**src/rtl/decode_queue.sv**
```systemverilog
// ============================================================================
// Module   : decode_queue (with package common)
// Purpose  : Instruction decode on enqueue into a DEPTH-entry in-order queue.
//            Define RV32M_EN to decode the RV32M multiply/divide group.
// Revision : 1.0 - initial release
// ============================================================================
`default_nettype none

package common;
   typedef logic [31:0] instruction_type;

   typedef enum logic [2:0] {
      NO_TYPE = 3'd0, R_TYPE, I_TYPE, S_TYPE, B_TYPE, U_TYPE, J_TYPE
   } format_type;

   typedef enum logic [4:0] {
      ALU_ADD = 5'd0, ALU_SUB, ALU_SLL, ALU_SLT, ALU_SLTU, ALU_XOR, ALU_SRL,
      ALU_SRA, ALU_OR, ALU_AND, ALU_LUI, B_BNE, B_BLT, B_BGE, B_LTU, B_GEU
`ifdef RV32M_EN
      , ALU_MUL, ALU_MULH, ALU_MULHSU, ALU_MULHU, ALU_DIV, ALU_DIVU, ALU_REM, ALU_REMU
`endif
   } alu_op_type;

   typedef struct packed {
      format_type instr_type;
      alu_op_type alu_op;
      logic       reg_write;
      logic       alu_src;
      logic       mem_read;
      logic       mem_write;
      logic       mem_to_reg;
      logic       is_branch;
      logic [1:0] mem_size;
      logic       mem_sign;
   } control_type;
endpackage

module decode_queue
   import common::*;
#(
   parameter int DEPTH     = 4,
   parameter int PC_WIDTH  = 32,
   parameter int CNT_WIDTH = 16
) (
   input  logic                     clk,
   input  logic                     reset,
   input  logic                     flush,
   input  logic                     in_valid,
   output logic                     in_ready,
   input  logic [31:0]              in_instr,
   input  logic [PC_WIDTH-1:0]      in_pc,
   output logic                     out_valid,
   input  logic                     out_ready,
   output logic [31:0]              out_instr,
   output logic [PC_WIDTH-1:0]      out_pc,
   output control_type              out_control,
   output logic                     out_decode_failed,
   output logic [$clog2(DEPTH):0]   count,
   output logic [CNT_WIDTH-1:0]     illegal_count
);
   localparam int c_ptr_w = $clog2(DEPTH);
   localparam logic [c_ptr_w:0] c_full = (c_ptr_w+1)'(DEPTH);

   typedef struct packed {
      instruction_type       instr;
      logic [PC_WIDTH-1:0]   pc;
      control_type           control;
      logic                  failed;
   } entry_type;

   entry_type              r_mem [DEPTH];
   logic [c_ptr_w-1:0]     r_wr_ptr;
   logic [c_ptr_w-1:0]     r_rd_ptr;
   logic [c_ptr_w:0]       r_count;
   logic [CNT_WIDTH-1:0]   r_illegal;

   control_type            w_control;
   logic                   w_failed;
   alu_op_type             w_arith;
   logic                   w_push;
   logic                   w_pop;
   entry_type              w_head;
   logic [6:0]             w_opcode;
   logic [2:0]             w_funct3;
   logic [6:0]             w_funct7;

   assign w_opcode = in_instr[6:0];
   assign w_funct3 = in_instr[14:12];
   assign w_funct7 = in_instr[31:25];

   always_comb begin
      w_control = '0;
      w_failed  = 1'b0;
      case (w_funct3)
         3'b000:  w_arith = ALU_ADD;
         3'b001:  w_arith = ALU_SLL;
         3'b010:  w_arith = ALU_SLT;
         3'b011:  w_arith = ALU_SLTU;
         3'b100:  w_arith = ALU_XOR;
         3'b101:  w_arith = ALU_SRL;
         3'b110:  w_arith = ALU_OR;
         default: w_arith = ALU_AND;
      endcase
      // The two canonical NOP words bypass opcode decode entirely
      if (in_instr != 32'h0000_0000 && in_instr != 32'h0000_1111) begin
         case (w_opcode)
            7'b0110011: begin
               w_control.instr_type = R_TYPE;
               w_control.reg_write  = 1'b1;
               if (w_funct7 == 7'b0000000)
                  w_control.alu_op = w_arith;
               else if (w_funct7 == 7'b0100000 && w_funct3 == 3'b000)
                  w_control.alu_op = ALU_SUB;
               else if (w_funct7 == 7'b0100000 && w_funct3 == 3'b101)
                  w_control.alu_op = ALU_SRA;
`ifdef RV32M_EN
               else if (w_funct7 == 7'b0000001) begin
                  case (w_funct3)
                     3'b000:  w_control.alu_op = ALU_MUL;
                     3'b001:  w_control.alu_op = ALU_MULH;
                     3'b010:  w_control.alu_op = ALU_MULHSU;
                     3'b011:  w_control.alu_op = ALU_MULHU;
                     3'b100:  w_control.alu_op = ALU_DIV;
                     3'b101:  w_control.alu_op = ALU_DIVU;
                     3'b110:  w_control.alu_op = ALU_REM;
                     default: w_control.alu_op = ALU_REMU;
                  endcase
               end
`endif
               else
                  w_failed = 1'b1;
            end
            7'b0010011: begin
               w_control.instr_type = I_TYPE;
               w_control.reg_write  = 1'b1;
               w_control.alu_src    = 1'b1;
               w_control.alu_op     = (w_funct3 == 3'b101 && in_instr[30]) ? ALU_SRA : w_arith;
            end
            7'b0000011: begin
               w_control.instr_type = I_TYPE;
               w_control.reg_write  = 1'b1;
               w_control.alu_src    = 1'b1;
               w_control.mem_read   = 1'b1;
               w_control.mem_to_reg = 1'b1;
               w_control.alu_op     = ALU_ADD;
               w_control.mem_sign   = ~w_funct3[2];
               case (w_funct3)
                  3'b000, 3'b100: w_control.mem_size = 2'b00;
                  3'b001, 3'b101: w_control.mem_size = 2'b01;
                  3'b010:         w_control.mem_size = 2'b10;
                  default:        w_failed = 1'b1;
               endcase
            end
            7'b0100011: begin
               w_control.instr_type = S_TYPE;
               w_control.alu_src    = 1'b1;
               w_control.mem_write  = 1'b1;
               w_control.alu_op     = ALU_ADD;
               w_control.mem_size   = w_funct3[1:0];
               if (w_funct3 > 3'b010)
                  w_failed = 1'b1;
            end
            7'b1100011: begin
               w_control.instr_type = B_TYPE;
               w_control.is_branch  = 1'b1;
               case (w_funct3)
                  3'b000:  w_control.alu_op = ALU_SUB;
                  3'b001:  w_control.alu_op = B_BNE;
                  3'b100:  w_control.alu_op = B_BLT;
                  3'b101:  w_control.alu_op = B_BGE;
                  3'b110:  w_control.alu_op = B_LTU;
                  3'b111:  w_control.alu_op = B_GEU;
                  default: w_failed = 1'b1;
               endcase
            end
            7'b1100111: begin
               w_control.instr_type = I_TYPE;
               w_control.is_branch  = 1'b1;
               w_control.reg_write  = 1'b1;
               w_control.alu_op     = ALU_ADD;
            end
            7'b1101111: begin
               w_control.instr_type = J_TYPE;
               w_control.reg_write  = 1'b1;
               w_control.alu_op     = ALU_ADD;
            end
            7'b0110111, 7'b0010111: begin
               w_control.instr_type = U_TYPE;
               w_control.reg_write  = 1'b1;
               w_control.alu_src    = 1'b1;
               w_control.alu_op     = w_opcode[5] ? ALU_LUI : ALU_ADD;
            end
            default: w_failed = 1'b1;
         endcase
      end
      if (w_failed)
         w_control = '0;
   end

   assign in_ready  = (r_count != c_full);
   assign out_valid = (r_count != '0);
   assign w_push    = in_valid && in_ready && !flush;
   assign w_pop     = out_valid && out_ready && !flush;
   assign w_head    = r_mem[r_rd_ptr];

   always_ff @(posedge clk or posedge reset) begin
      if (reset) begin
         for (int i = 0; i < DEPTH; i++)
            r_mem[i] <= '0;
         r_wr_ptr  <= '0;
         r_rd_ptr  <= '0;
         r_count   <= '0;
         r_illegal <= '0;
      end else if (flush) begin
         r_wr_ptr <= '0;
         r_rd_ptr <= '0;
         r_count  <= '0;
      end else begin
         if (w_push) begin
            r_mem[r_wr_ptr] <= '{instr: in_instr, pc: in_pc, control: w_control, failed: w_failed};
            r_wr_ptr        <= r_wr_ptr + 1'b1;
         end
         if (w_pop) begin
            r_rd_ptr <= r_rd_ptr + 1'b1;
            if (w_head.failed && r_illegal != '1)
               r_illegal <= r_illegal + 1'b1;
         end
         case ({w_push, w_pop})
            2'b10:   r_count <= r_count + 1'b1;
            2'b01:   r_count <= r_count - 1'b1;
            default: r_count <= r_count;
         endcase
      end
   end

   assign out_instr         = w_head.instr;
   assign out_pc            = w_head.pc;
   assign out_control       = w_head.control;
   assign out_decode_failed = w_head.failed;
   assign count             = r_count;
   assign illegal_count     = r_illegal;

endmodule

`default_nettype wire

```
**config.mk**
```make
export PLATFORM = sky130hd
export DESIGN_NAME = decode_queue
export DESIGN_NICKNAME = d
export VERILOG_FILES = /design/src/rtl/decode_queue.sv
export SDC_FILE = /design/constraint.sdc
export NUM_CORES = 1
export LEC_CHECK = 0
export ABC_AREA = 1
export BUFFER_PORTS_ARGS = -buffer_cell sky130_fd_sc_hd__clkbuf_2
export CORE_AREA = 2 2 191 193
export CTS_CLUSTER_DIAMETER = 200
export CTS_CLUSTER_SIZE = 20
export DETAILED_ROUTE_END_ITERATION = 10
export DIE_AREA = 0 0 193 195
export PLACE_DENSITY = 0.7
export SYNTH_ARGS = -nofsm -noshare
export SYNTH_HDL_FRONTEND = slang
export SYNTH_SLANG_ARGS = --single-unit
export TNS_END_PERCENT = 5
```
**constraint.sdc**
```tcl
create_clock -name clk -period 14.8 [get_ports clk]
set_input_delay 2.96 -clock clk [delete_from_list [all_inputs] [get_ports clk]]
set_output_delay 2.96 -clock clk [all_outputs]
set_load 0.005 [all_outputs]
```
==> impl_metrics.env, run 1 <==
export IMPL_status="finished clean"
export IMPL_dpl_instance_area_mm2=0.0167
export IMPL_grt_max_degree=140
export IMPL_layout_drive_gt1_share=0.122
export IMPL_slew_headroom=0.351
export IMPL_fp_dieArea_mm2=0.0376
export IMPL_leakage_nw=8.73
export IMPL_finalHoldViolCount=0
export IMPL_setup_worst_path_start_class="flip-flop"
export IMPL_min_from="r_mem[181]"
export IMPL_cellPowerDensity_mw_per_mm2=173
export IMPL_dp_cells=2423
export IMPL_ctsHoldBuffers=0
export IMPL_numCtsBuffers=21
export IMPL_synth_enable_flop_cells=0
export IMPL_tightest_slew_ns=0.973
export IMPL_rsz0062_at_grt="false"
export IMPL_port_buffers=170
export IMPL_synth_area_mm2=0.0158
export IMPL_place_ws_ns=9.11
export IMPL_final_setup_tns_ns=0
export IMPL_max_freq_ghz=0.159
export IMPL_yosys_top_cells_count="481 x nand2_1, 432 x o21ai_0, 343 x dfrtp_1"
export IMPL_area_growth_pct=9.41
export IMPL_fin_area_mm2=0.0173
export IMPL_crit_slowest_cell="buf_4"
export IMPL_async_reset_ff_frac=1.00
export IMPL_synth_area_leader_cell="dfrtp_1"
export IMPL_ioPinCount=172
export IMPL_clock_sinks=343
export IMPL_hold_path_class="reg -> reg"
export IMPL_syn_num_nets=1985
export IMPL_yosysMostFrequentCell="nand2_1"
export IMPL_slew_violations=0
export IMPL_antenna_found_initial=4
export IMPL_crit_chain="inv_4, buf_4, o21ai_0, o22ai_1, clkbuf_2"
export IMPL_min_period_ns=6.27
export IMPL_synth_seq_cells=343
export IMPL_syn_avg_cell_area_um2=8.26
export IMPL_cp_end_kind="output pin"
export IMPL_drt_pre_antenna_iters=5
export IMPL_fin_crit_sh=0.424
export IMPL_synth_top_area_frac=0.544
export IMPL_whs_path_depth=2
export IMPL_vias=13400
export IMPL_worst_setup_path_type="reg -> out"
export IMPL_htreeDepth=1
export IMPL_netlist_instances=1910
export IMPL_nets=2060
export IMPL_synthTopCellsByArea="dfrtp_1 54%, o21ai_0 14%, nand2_1 11%"
export IMPL_r2r_cells=9
export IMPL_finalSetupViolations=0
export IMPL_rr_startpoint="r_rd_ptr[0]"
export IMPL_drcViolationCount=0
export IMPL_cts_tree="built"
export IMPL_grt_pass1_wl_um=67700
export IMPL_wirelength_um=41500
export IMPL_num_rows=69
export IMPL_track_usage=0.221
export IMPL_avgViaCountPerCell=5.46
export IMPL_skew_ns=0.0197
export IMPL_cts_root_buf="clkbuf_16"
export IMPL_cts_max_path_buffers=3
export IMPL_yosysSeqAreaShare=0.544
export IMPL_cts_clk_slew_worst_paths_ns=0.09
export IMPL_critPathLaunch="r_rd_ptr[0]"
export IMPL_die_x_um=193
export IMPL_start_util=0.446
export IMPL_cp_slowest_stage_delay_ns=0.77
export IMPL_ant_nets=0
export IMPL_synthDistinctLibCells=37
export IMPL_routabilityCongestion=0.850
export IMPL_core_mm2=0.0354
export IMPL_worst_slack_ns=8.53
export IMPL_cp_max_fo=86
export IMPL_clk_latency_ns=0.54
export IMPL_synth_flop_cell="dfrtp_1"
export IMPL_dp_hpwl_um=25400
export IMPL_max_cap_violations=0
export IMPL_ys_warn_count=0
export IMPL_layout_cells_non_filler=2450
export IMPL_ir_drop_mv=0.100
export IMPL_avgRoutedWirePerCell_um=16.9
export IMPL_drt_iter0_markers=1012
export IMPL_postCtsSetupRepairBufs=0
export IMPL_grt_ovfl_total=0
export IMPL_first_global_vias=12900
export IMPL_crit_arrival_ns=3.31
export IMPL_die_y_um=195
export IMPL_cts_repair_resized=0
export IMPL_cp_required_ns=11.84
[cell type report]
class	instances	area [µm²]
fillers	3501	18100
flip-flops and latches	343	8590
multi-input cells	1338	6200
repair buffers	182	941
well taps	461	577
clock buffers	22	529
inverters	99	383
clock inverters	2	28.8
diodes	3	7.51
[critical path: cells and delay by family (launching register included)]
family	cells	cell delay, ns
buffers and inverters	3	1.65
DFF	1	0.65
AOI/OAI and AO/OA	2	0.42
[state kept, by name (all words and copies together) (netlist names)]
| signal | flops |
|---|---|
| r_rd_ptr | 2 |
| r_mem | 320 |
| illegal_count | 16 |
| r_wr_ptr | 2 |
| count | 3 |
[layout by cell type (no fill, tap or decap), types with 3 or more instances in the layout]
| cell type | synthesis | routed |
|---|---|---|
| a21oi_1 | 9 | 9 |
| inv_2 | 10 | 10 |
| o21ai_1 | 11 | 11 |
| clkbuf_16 | 0 | 21 |
| nor3_1 | 11 | 11 |
| nor2_2 | 3 | 3 |
| xor2_1 | 11 | 11 |
| nand2_1 | 481 | 477 |
| o22ai_1 | 79 | 79 |
| inv_1 | 88 | 86 |
| nand3_2 | 5 | 5 |
| dfrtp_1 | 343 | 341 |
| nand2_4 | 2 | 6 |
| clkbuf_2 | 0 | 170 |
| nand3_1 | 64 | 64 |
| nor2_1 | 197 | 197 |
| o21ai_0 | 432 | 432 |
| nand4_1 | 11 | 11 |
| ha_1 | 5 | 5 |
| diode_2 | 0 | 3 |
| buf_4 | 19 | 12 |
[layer usage]
| layer | up-vias | part of all wire | GRT usage |
|---|---|---|---|
| met5 | - | 0.00039 | 0 |
| met3 | 51 | 0.054 | 0.0262 |
| met1 | 6503 | 0.44 | 0.307 |
| met2 | 404 | 0.48 | 0.369 |
| li1 | 6418 | - | - |
| met4 | 2 | 0.022 | 0.0572 |
[path summary, 6_finish.rpt]
kind | end | slack [ns]
min | r_mem[181] | 0.48
max reg2reg | illegal_count[2] | 12.10
min reg2reg | r_mem[181] | 0.48
min in group asynchronous | r_mem[46] | 2.63
max | out_instr[23] | 8.53
max in group asynchronous | r_rd_ptr[0] | 9.86
[kinds of logic (layout without fill, tap and decap cells)]
logic type | count (synthesis) | count (layout) | synth area share
other | 1 | 4 | 0.000238
AOI/OAI and AO/OA | 533 | 533 | 0.176
buffers and inverters | 229 | 305 | 0.0645
xor gates and xnor gates | 13 | 13 | 0.00722
adders and majority gates | 6 | 6 | 0.00524
DFF | 343 | 343 | 0.544
and+or+nand+nor | 785 | 785 | 0.203
[where the power goes]
part / internal [W] / switching (W) / total [W] / leakage [nW]
Clock: 0.000259 / 0.000314 / 0.000573 / 0.274
Sequential: 0.00127 / 0.000194 / 0.00146 / 4.46
Combinational: 0.000382 / 0.000579 / 0.000961 / 3.99
Total: 0.00191 / 0.00109 / 0.00299 / 8.73
[per-stage QoR]
| step | total power [W] | hold WS (ns) | util |
|---|---|---|---|
| after floorplan | 0.00206 | 0.444 | - |
| after global placement | 0.00240 | 0.457 | 0.472 |
| after detailed placement | 0.00244 | 0.461 | 0.472 |
| after CTS | 0.00302 | 0.483 | 0.487 |
| after global routing | 0.00323 | 0.499 | 0.487 |
| final | 0.00299 | 0.480 | 0.488 |
Note: power is estimated with default switching activity, not from simulation.
==> run 2: changes to the inputs <==
--- a/config.mk
+++ b/config.mk
@@ -12,7 +12,7 @@
 export CTS_CLUSTER_SIZE = 20
 export DETAILED_ROUTE_END_ITERATION = 10
 export DIE_AREA = 0 0 193 195
-export PLACE_DENSITY = 0.7
+export PLACE_DENSITY = 0.73
 export SYNTH_ARGS = -nofsm -noshare
 export SYNTH_HDL_FRONTEND = slang
 export SYNTH_SLANG_ARGS = --single-unit
==> constraint.sdc (replaced) <==
create_clock -name clk -period 5.5 [get_ports clk]
set_input_delay 1.1 -clock clk [delete_from_list [all_inputs] [get_ports clk]]
set_output_delay 1.1 -clock clk [all_outputs]
set_load 0.005 [all_outputs]
==> run 2 against run 1 <==
Against the previous run: first-iteration DRC count up 3.4%; combinational power rose to 2.7 times the previous value; via count down 0.37%; hold slack better by 0.00065 ns; global-route usage about the same; largest power group unchanged; sequential cell count unchanged; highest routed layer unchanged; clock power rose to 2.7 times the previous value; design area up 0.32%; critical path type unchanged.
==> impl_metrics.env, run 2 (synthesized netlist as in run 1, its figures left out) <==
export IMPL_status="finished clean"
export IMPL_ctsHoldBuffers=0
export IMPL_ant_nets=0
export IMPL_ioPinCount=172
export IMPL_skew_ns=0.0298
export IMPL_antenna_found_initial=7
export IMPL_max_freq_ghz=0.243
export IMPL_clock_sinks=343
export IMPL_postCtsSetupRepairBufs=0
export IMPL_min_period_ns=4.11
export IMPL_htreeDepth=1
export IMPL_max_cap_violations=0
export IMPL_clock_power_share=0.191
export IMPL_cts_tree="built"
export IMPL_slew_violations=0
export IMPL_dp_hpwl_um=25300
export IMPL_cp_slowest_stage_delay_ns=0.76
export IMPL_num_rows=69
export IMPL_area_growth_pct=9.76
export IMPL_cpLargestDelayFamily="buffers and inverters"
export IMPL_track_usage=0.222
export IMPL_crit_arrival_ns=3.01
export IMPL_core_mm2=0.0354
export IMPL_rsz0062_at_grt="false"
export IMPL_cp_max_fo=88
export IMPL_switchingPower_w=0.00293
export IMPL_grt_ovfl_total=0
export IMPL_cts_max_path_buffers=3
export IMPL_pwr_share_seq=0.490
export IMPL_fillers=3479
export IMPL_finalHoldViolCount=0
export IMPL_drt_pre_antenna_iters=6
export IMPL_intPower_w=0.00514
export IMPL_avgRoutedWirePerCell_um=17.0
export IMPL_final_common_cell="nand2_1"
export IMPL_fin_hold_ws_ns=0.480
export IMPL_cts_root_buf="clkbuf_16"
export IMPL_start_util=0.446
export IMPL_fp_dieArea_mm2=0.0376
export IMPL_routabilityCongestion=0.872
export IMPL_clk_latency_ns=0.54
export IMPL_layout_drive_gt1_share=0.122
export IMPL_critPathBufInv=3
export IMPL_drt_iter0_markers=1046
export IMPL_cts_repair_resized=0
export IMPL_vias=13300
export IMPL_die_x_um=193
export IMPL_port_buffers=170
export IMPL_sw_frac_of_total=0.363
export IMPL_final_util=0.489
export IMPL_cts_clk_slew_worst_paths_ns=0.09
export IMPL_die_y_um=195
export IMPL_drcViolationCount=0
export IMPL_nets=2060
export IMPL_crit_slowest_cell="dfrtp_4"
export IMPL_crit_chain="inv_4, buf_12, o21ai_0, o22ai_1, clkbuf_2"
export IMPL_fin_crit_sh=0.747
export IMPL_p_comb_frac=0.319
export IMPL_tightest_slew_ns=1.03
export IMPL_avgViaCountPerCell=5.43
export IMPL_slew_headroom=0.312
export IMPL_worst_setup_path_type="reg -> out"
export IMPL_regMostFlops="r_mem"
export IMPL_first_global_vias=12700
export IMPL_leakage_nw=8.75
export IMPL_grt_max_degree=138
export IMPL_numCtsBuffers=21
export IMPL_setup_worst_path_start_class="flip-flop"
export IMPL_cellPowerDensity_mw_per_mm2=466
export IMPL_wirelength_um=41600
export IMPL_hold_path_class="reg -> reg"
export IMPL_largest_reg_flops=320
export IMPL_cp_end_kind="output pin"
export IMPL_finalSetupViolations=0
export IMPL_cp_required_ns=4.40
export IMPL_final_cell_mix="477 x nand2_1, 432 x o21ai_0, 341 x dfrtp_1"
export IMPL_grt_pass1_wl_um=68000
export IMPL_ir_drop_mv=0.322
run 2: worst min-delay path: cells and delay by family (launching register included):
family / cells / cell delay (ns)
DFF: 1 / 0.34
and+or+nand+nor: 2 / 0.11
run 2: layout make-up:
cell class / count / area (µm²) / area share
clock buffer: 23 / 533 / 0.0308
sequential: 343 / 8590 / 0.496
multi-input combinational: 1338 / 6200 / 0.358
clock inverter: 2 / 28.8 / 0.00166
antenna: 5 / 12.5 / 0.000723
tap: 461 / 577 / 0.0333
inverter: 99 / 379 / 0.0219
timing repair buffer: 182 / 991 / 0.0572
run 2: routing by layer:
metal	part of all wire	track usage
met1	0.44	0.311
met2	0.48	0.361
met3	0.055	0.0298
met4	0.027	0.0626
met5	0.00065	0
run 2: metrics by stage:
step	instances	setup TNS [ns]	instance area, µm²	total power (W)	setup WS, ns
after global placement	2423	0	16700	0.00646	2.02
after floorplan	1910	-64.66	15800	0.00555	-0.189
after CTS	2448	0	17300	0.00814	1.39
final	2453	0	17300	0.00807	1.39
after global routing	2453	0	17300	0.00871	1.18
after detailed placement	2423	0	16700	0.00658	1.99
run 2: path summary, 6_finish.rpt:
path	from	end	slack, ns	depth (start not counted)
max reg2reg	r_rd_ptr[0]	illegal_count[2]	2.33	10
max	r_rd_ptr[0]	out_pc[13]	1.39	5
max in group asynchronous	reset	r_rd_ptr[0]	4.02	3
min reg2reg	r_mem[167]	r_mem[167]	0.48	2
min	r_mem[167]	r_mem[167]	0.48	2
min in group asynchronous	reset	r_mem[46]	0.73	3
run 2: power by group through the flow:
stage / clock [W] / combinational [W] / sequential (W)
2_1_floorplan: 0 / 0.00174 / 0.00381
4_1_cts: 0.00160 / 0.00261 / 0.00394
3_5_place_dp: 0 / 0.00260 / 0.00397
5_1_grt: 0.00168 / 0.00298 / 0.00405
3_3_place_gp: 0 / 0.00252 / 0.00393
6_report: 0.00154 / 0.00258 / 0.00395
==> run 3: changes to the inputs <==
--- a/config.mk
+++ b/config.mk
@@ -12,7 +12,7 @@
 export CTS_CLUSTER_SIZE = 20
 export DETAILED_ROUTE_END_ITERATION = 10
 export DIE_AREA = 0 0 193 195
-export PLACE_DENSITY = 0.73
+export PLACE_DENSITY = 0.7
 export SYNTH_ARGS = -nofsm -noshare
 export SYNTH_HDL_FRONTEND = slang
 export SYNTH_SLANG_ARGS = --single-unit
==> constraint.sdc (replaced) <==
create_clock -name clk -period 3.8 [get_ports clk]
set_input_delay 0.76 -clock clk [delete_from_list [all_inputs] [get_ports clk]]
set_output_delay 0.76 -clock clk [all_outputs]
set_load 0.005 [all_outputs]
==> run 3 against run 2 <==
Against the previous run: first-iteration DRC count is 8.2% higher; clock power is 44% higher; sequential share of layout area is 0.41 points lower; critical path type unchanged; largest power group unchanged; routed wire length is 2.3% higher; utilization is 0.41 points higher; largest cell class unchanged; final cell count is 0.57% higher; non-clock buffer count is 16 higher; combinational power is 50% higher; critical path depth is 1 lower.
==> impl_metrics.env, run 3 (synthesized netlist as in run 1, its figures left out) <==
export IMPL_fp_dieArea_mm2=0.0376
export IMPL_cellPowerDensity_mw_per_mm2=673
export IMPL_grt_pass1_wl_um=69700
export IMPL_setup_worst_path_start_class="flip-flop"
export IMPL_die_x_um=193
export IMPL_port_buffers=170
export IMPL_clock_sinks=343
export IMPL_cts_clk_slew_worst_paths_ns=0.09
export IMPL_track_usage=0.228
export IMPL_final_common_cell="nand2_1"
export IMPL_first_global_vias=13200
export IMPL_area_growth_pct=10.7
export IMPL_postCtsSetupRepairBufs=0
export IMPL_regMostFlops="r_mem"
export IMPL_dp_cells=2439
export IMPL_cpLargestDelayFamily="buffers and inverters"
export IMPL_cp_slowest_stage_delay_ns=0.69
export IMPL_ctsHoldBuffers=0
export IMPL_ir_drop_mv=0.397
export IMPL_worst_setup_path_type="reg -> out"
export IMPL_num_rows=69
export IMPL_tightest_slew_ns=1.02
export IMPL_final_util=0.493
export IMPL_core_mm2=0.0354
export IMPL_start_util=0.446
export IMPL_crit_slowest_cell="buf_4"
export IMPL_wl_met2_um=20000
export IMPL_fillers=3410
export IMPL_die_y_um=195
export IMPL_dp_hpwl_um=26500
export IMPL_finalHoldViolCount=0
export IMPL_grt_max_degree=146
export IMPL_cts_tree="built"
export IMPL_finalSetupViolations=0
export IMPL_leakage_nw=8.83
export IMPL_slew_violations=0
export IMPL_avgViaCountPerCell=5.47
export IMPL_min_period_ns=3.23
export IMPL_drt_iter0_markers=1132
export IMPL_routabilityCongestion=0.851
export IMPL_drt_pre_antenna_iters=8
export IMPL_avgRoutedWirePerCell_um=17.3
export IMPL_cts_repair_resized=0
export IMPL_crit_arrival_ns=2.47
export IMPL_layout_cells_non_filler=2467
export IMPL_final_cell_mix="477 x nand2_1, 432 x o21ai_0, 341 x dfrtp_1"
export IMPL_ioPinCount=172
export IMPL_status="finished clean"
export IMPL_grt_ovfl_total=0
export IMPL_max_cap_violations=0
export IMPL_cp_end_kind="output pin"
export IMPL_hold_path_class="in -> async"
export IMPL_vias=13500
export IMPL_wl_met3_um=2500
export IMPL_max_freq_ghz=0.309
export IMPL_cts_max_path_buffers=3
export IMPL_wl_met1_um=18900
export IMPL_dpl_instance_area_mm2=0.0169
export IMPL_clk_latency_ns=0.53
export IMPL_power_total_w=0.0117
export IMPL_crit_chain="buf_4, o21ai_0, o22ai_1, clkbuf_2"
export IMPL_rsz0062_at_grt="false"
export IMPL_cp_required_ns=3.04
export IMPL_fin_area_mm2=0.0175
export IMPL_layout_drive_gt1_share=0.128
export IMPL_numCtsBuffers=21
export IMPL_critPathBufInv=2
export IMPL_drcViolationCount=0
export IMPL_ant_nets=0
export IMPL_ff2ff_setup_slack_ns=1.31
export IMPL_highest_layer="met4"
export IMPL_fin_crit_sh=0.850
export IMPL_slew_headroom=0.321
export IMPL_cts_root_buf="clkbuf_16"
export IMPL_wirelength_um=42600
export IMPL_nets=2076
export IMPL_skew_ns=0.0180
export IMPL_final_setup_tns_ns=0
export IMPL_htreeDepth=1
export IMPL_antenna_found_initial=5
export IMPL_cp_max_fo=83
export IMPL_largest_reg_flops=320
==> run 3: changes by cell type in the layout (fill, tap and decap cells not counted), sizes merged <==
cell / previous run / this run
buf: 12 / 28
clkbuf: 193 / 192
clkinv: 1 / 0
==> run 3: layer usage <==
metal / up-vias / GRT usage
li1: 6449 / -
met3: 62 / 0.0243
met2: 483 / 0.378
met1: 6502 / 0.317
met4: 0 / 0.0679
met5: - / 0
==> run 3: per-stage QoR <==
| step | hold slack, ns | setup WS [ns] |
|---|---|---|
| after CTS | 0.293 | 0.581 |
| after global routing | 0.311 | 0.396 |
| after global placement | 0.458 | 1.21 |
| final | 0.289 | 0.569 |
| after detailed placement | 0.460 | 1.18 |
| after floorplan | 0.444 | -1.55 |
==> run 3: worst register-to-register path, delay by kind of cell, from the launching register on <==
family	cells	cell delay, ns
simple gates	5	0.63
buf+inv	3	1.05
flops	1	0.54
xor+xnor	1	0.15
==> run 3: path summary, 6_finish.rpt <==
path | startpoint | end | cells past startpoint
worst max register to register | r_rd_ptr[0] | illegal_count[2] | 9
worst min-delay path | reset | r_mem[289] | 2
min in group clk | r_mem[174] | r_mem[174] | 2
worst max-delay path | r_rd_ptr[1] | out_instr[23] | 4
max in group asynchronous | reset | r_mem[70] | 4
worst min register to register | r_mem[174] | r_mem[174] | 2
==> run 3: power breakdown <==
part	total (W)	switching, W	internal [W]
clock network	0.00222	0.00122	0.00100
logic	0.00386	0.00234	0.00152
registers	0.00566	0.000732	0.00493
==> run 3: area by class of cell <==
cell class	count	area, µm²	area share
tap	461	577	0.0330
clock inverter	1	20.0	0.00115
inverter	99	378	0.0216
multi-input combinational	1338	6200	0.355
sequential	343	8590	0.492
timing repair buffer	198	1150	0.0658
antenna	5	12.5	0.000717
clock buffer	22	529	0.0303
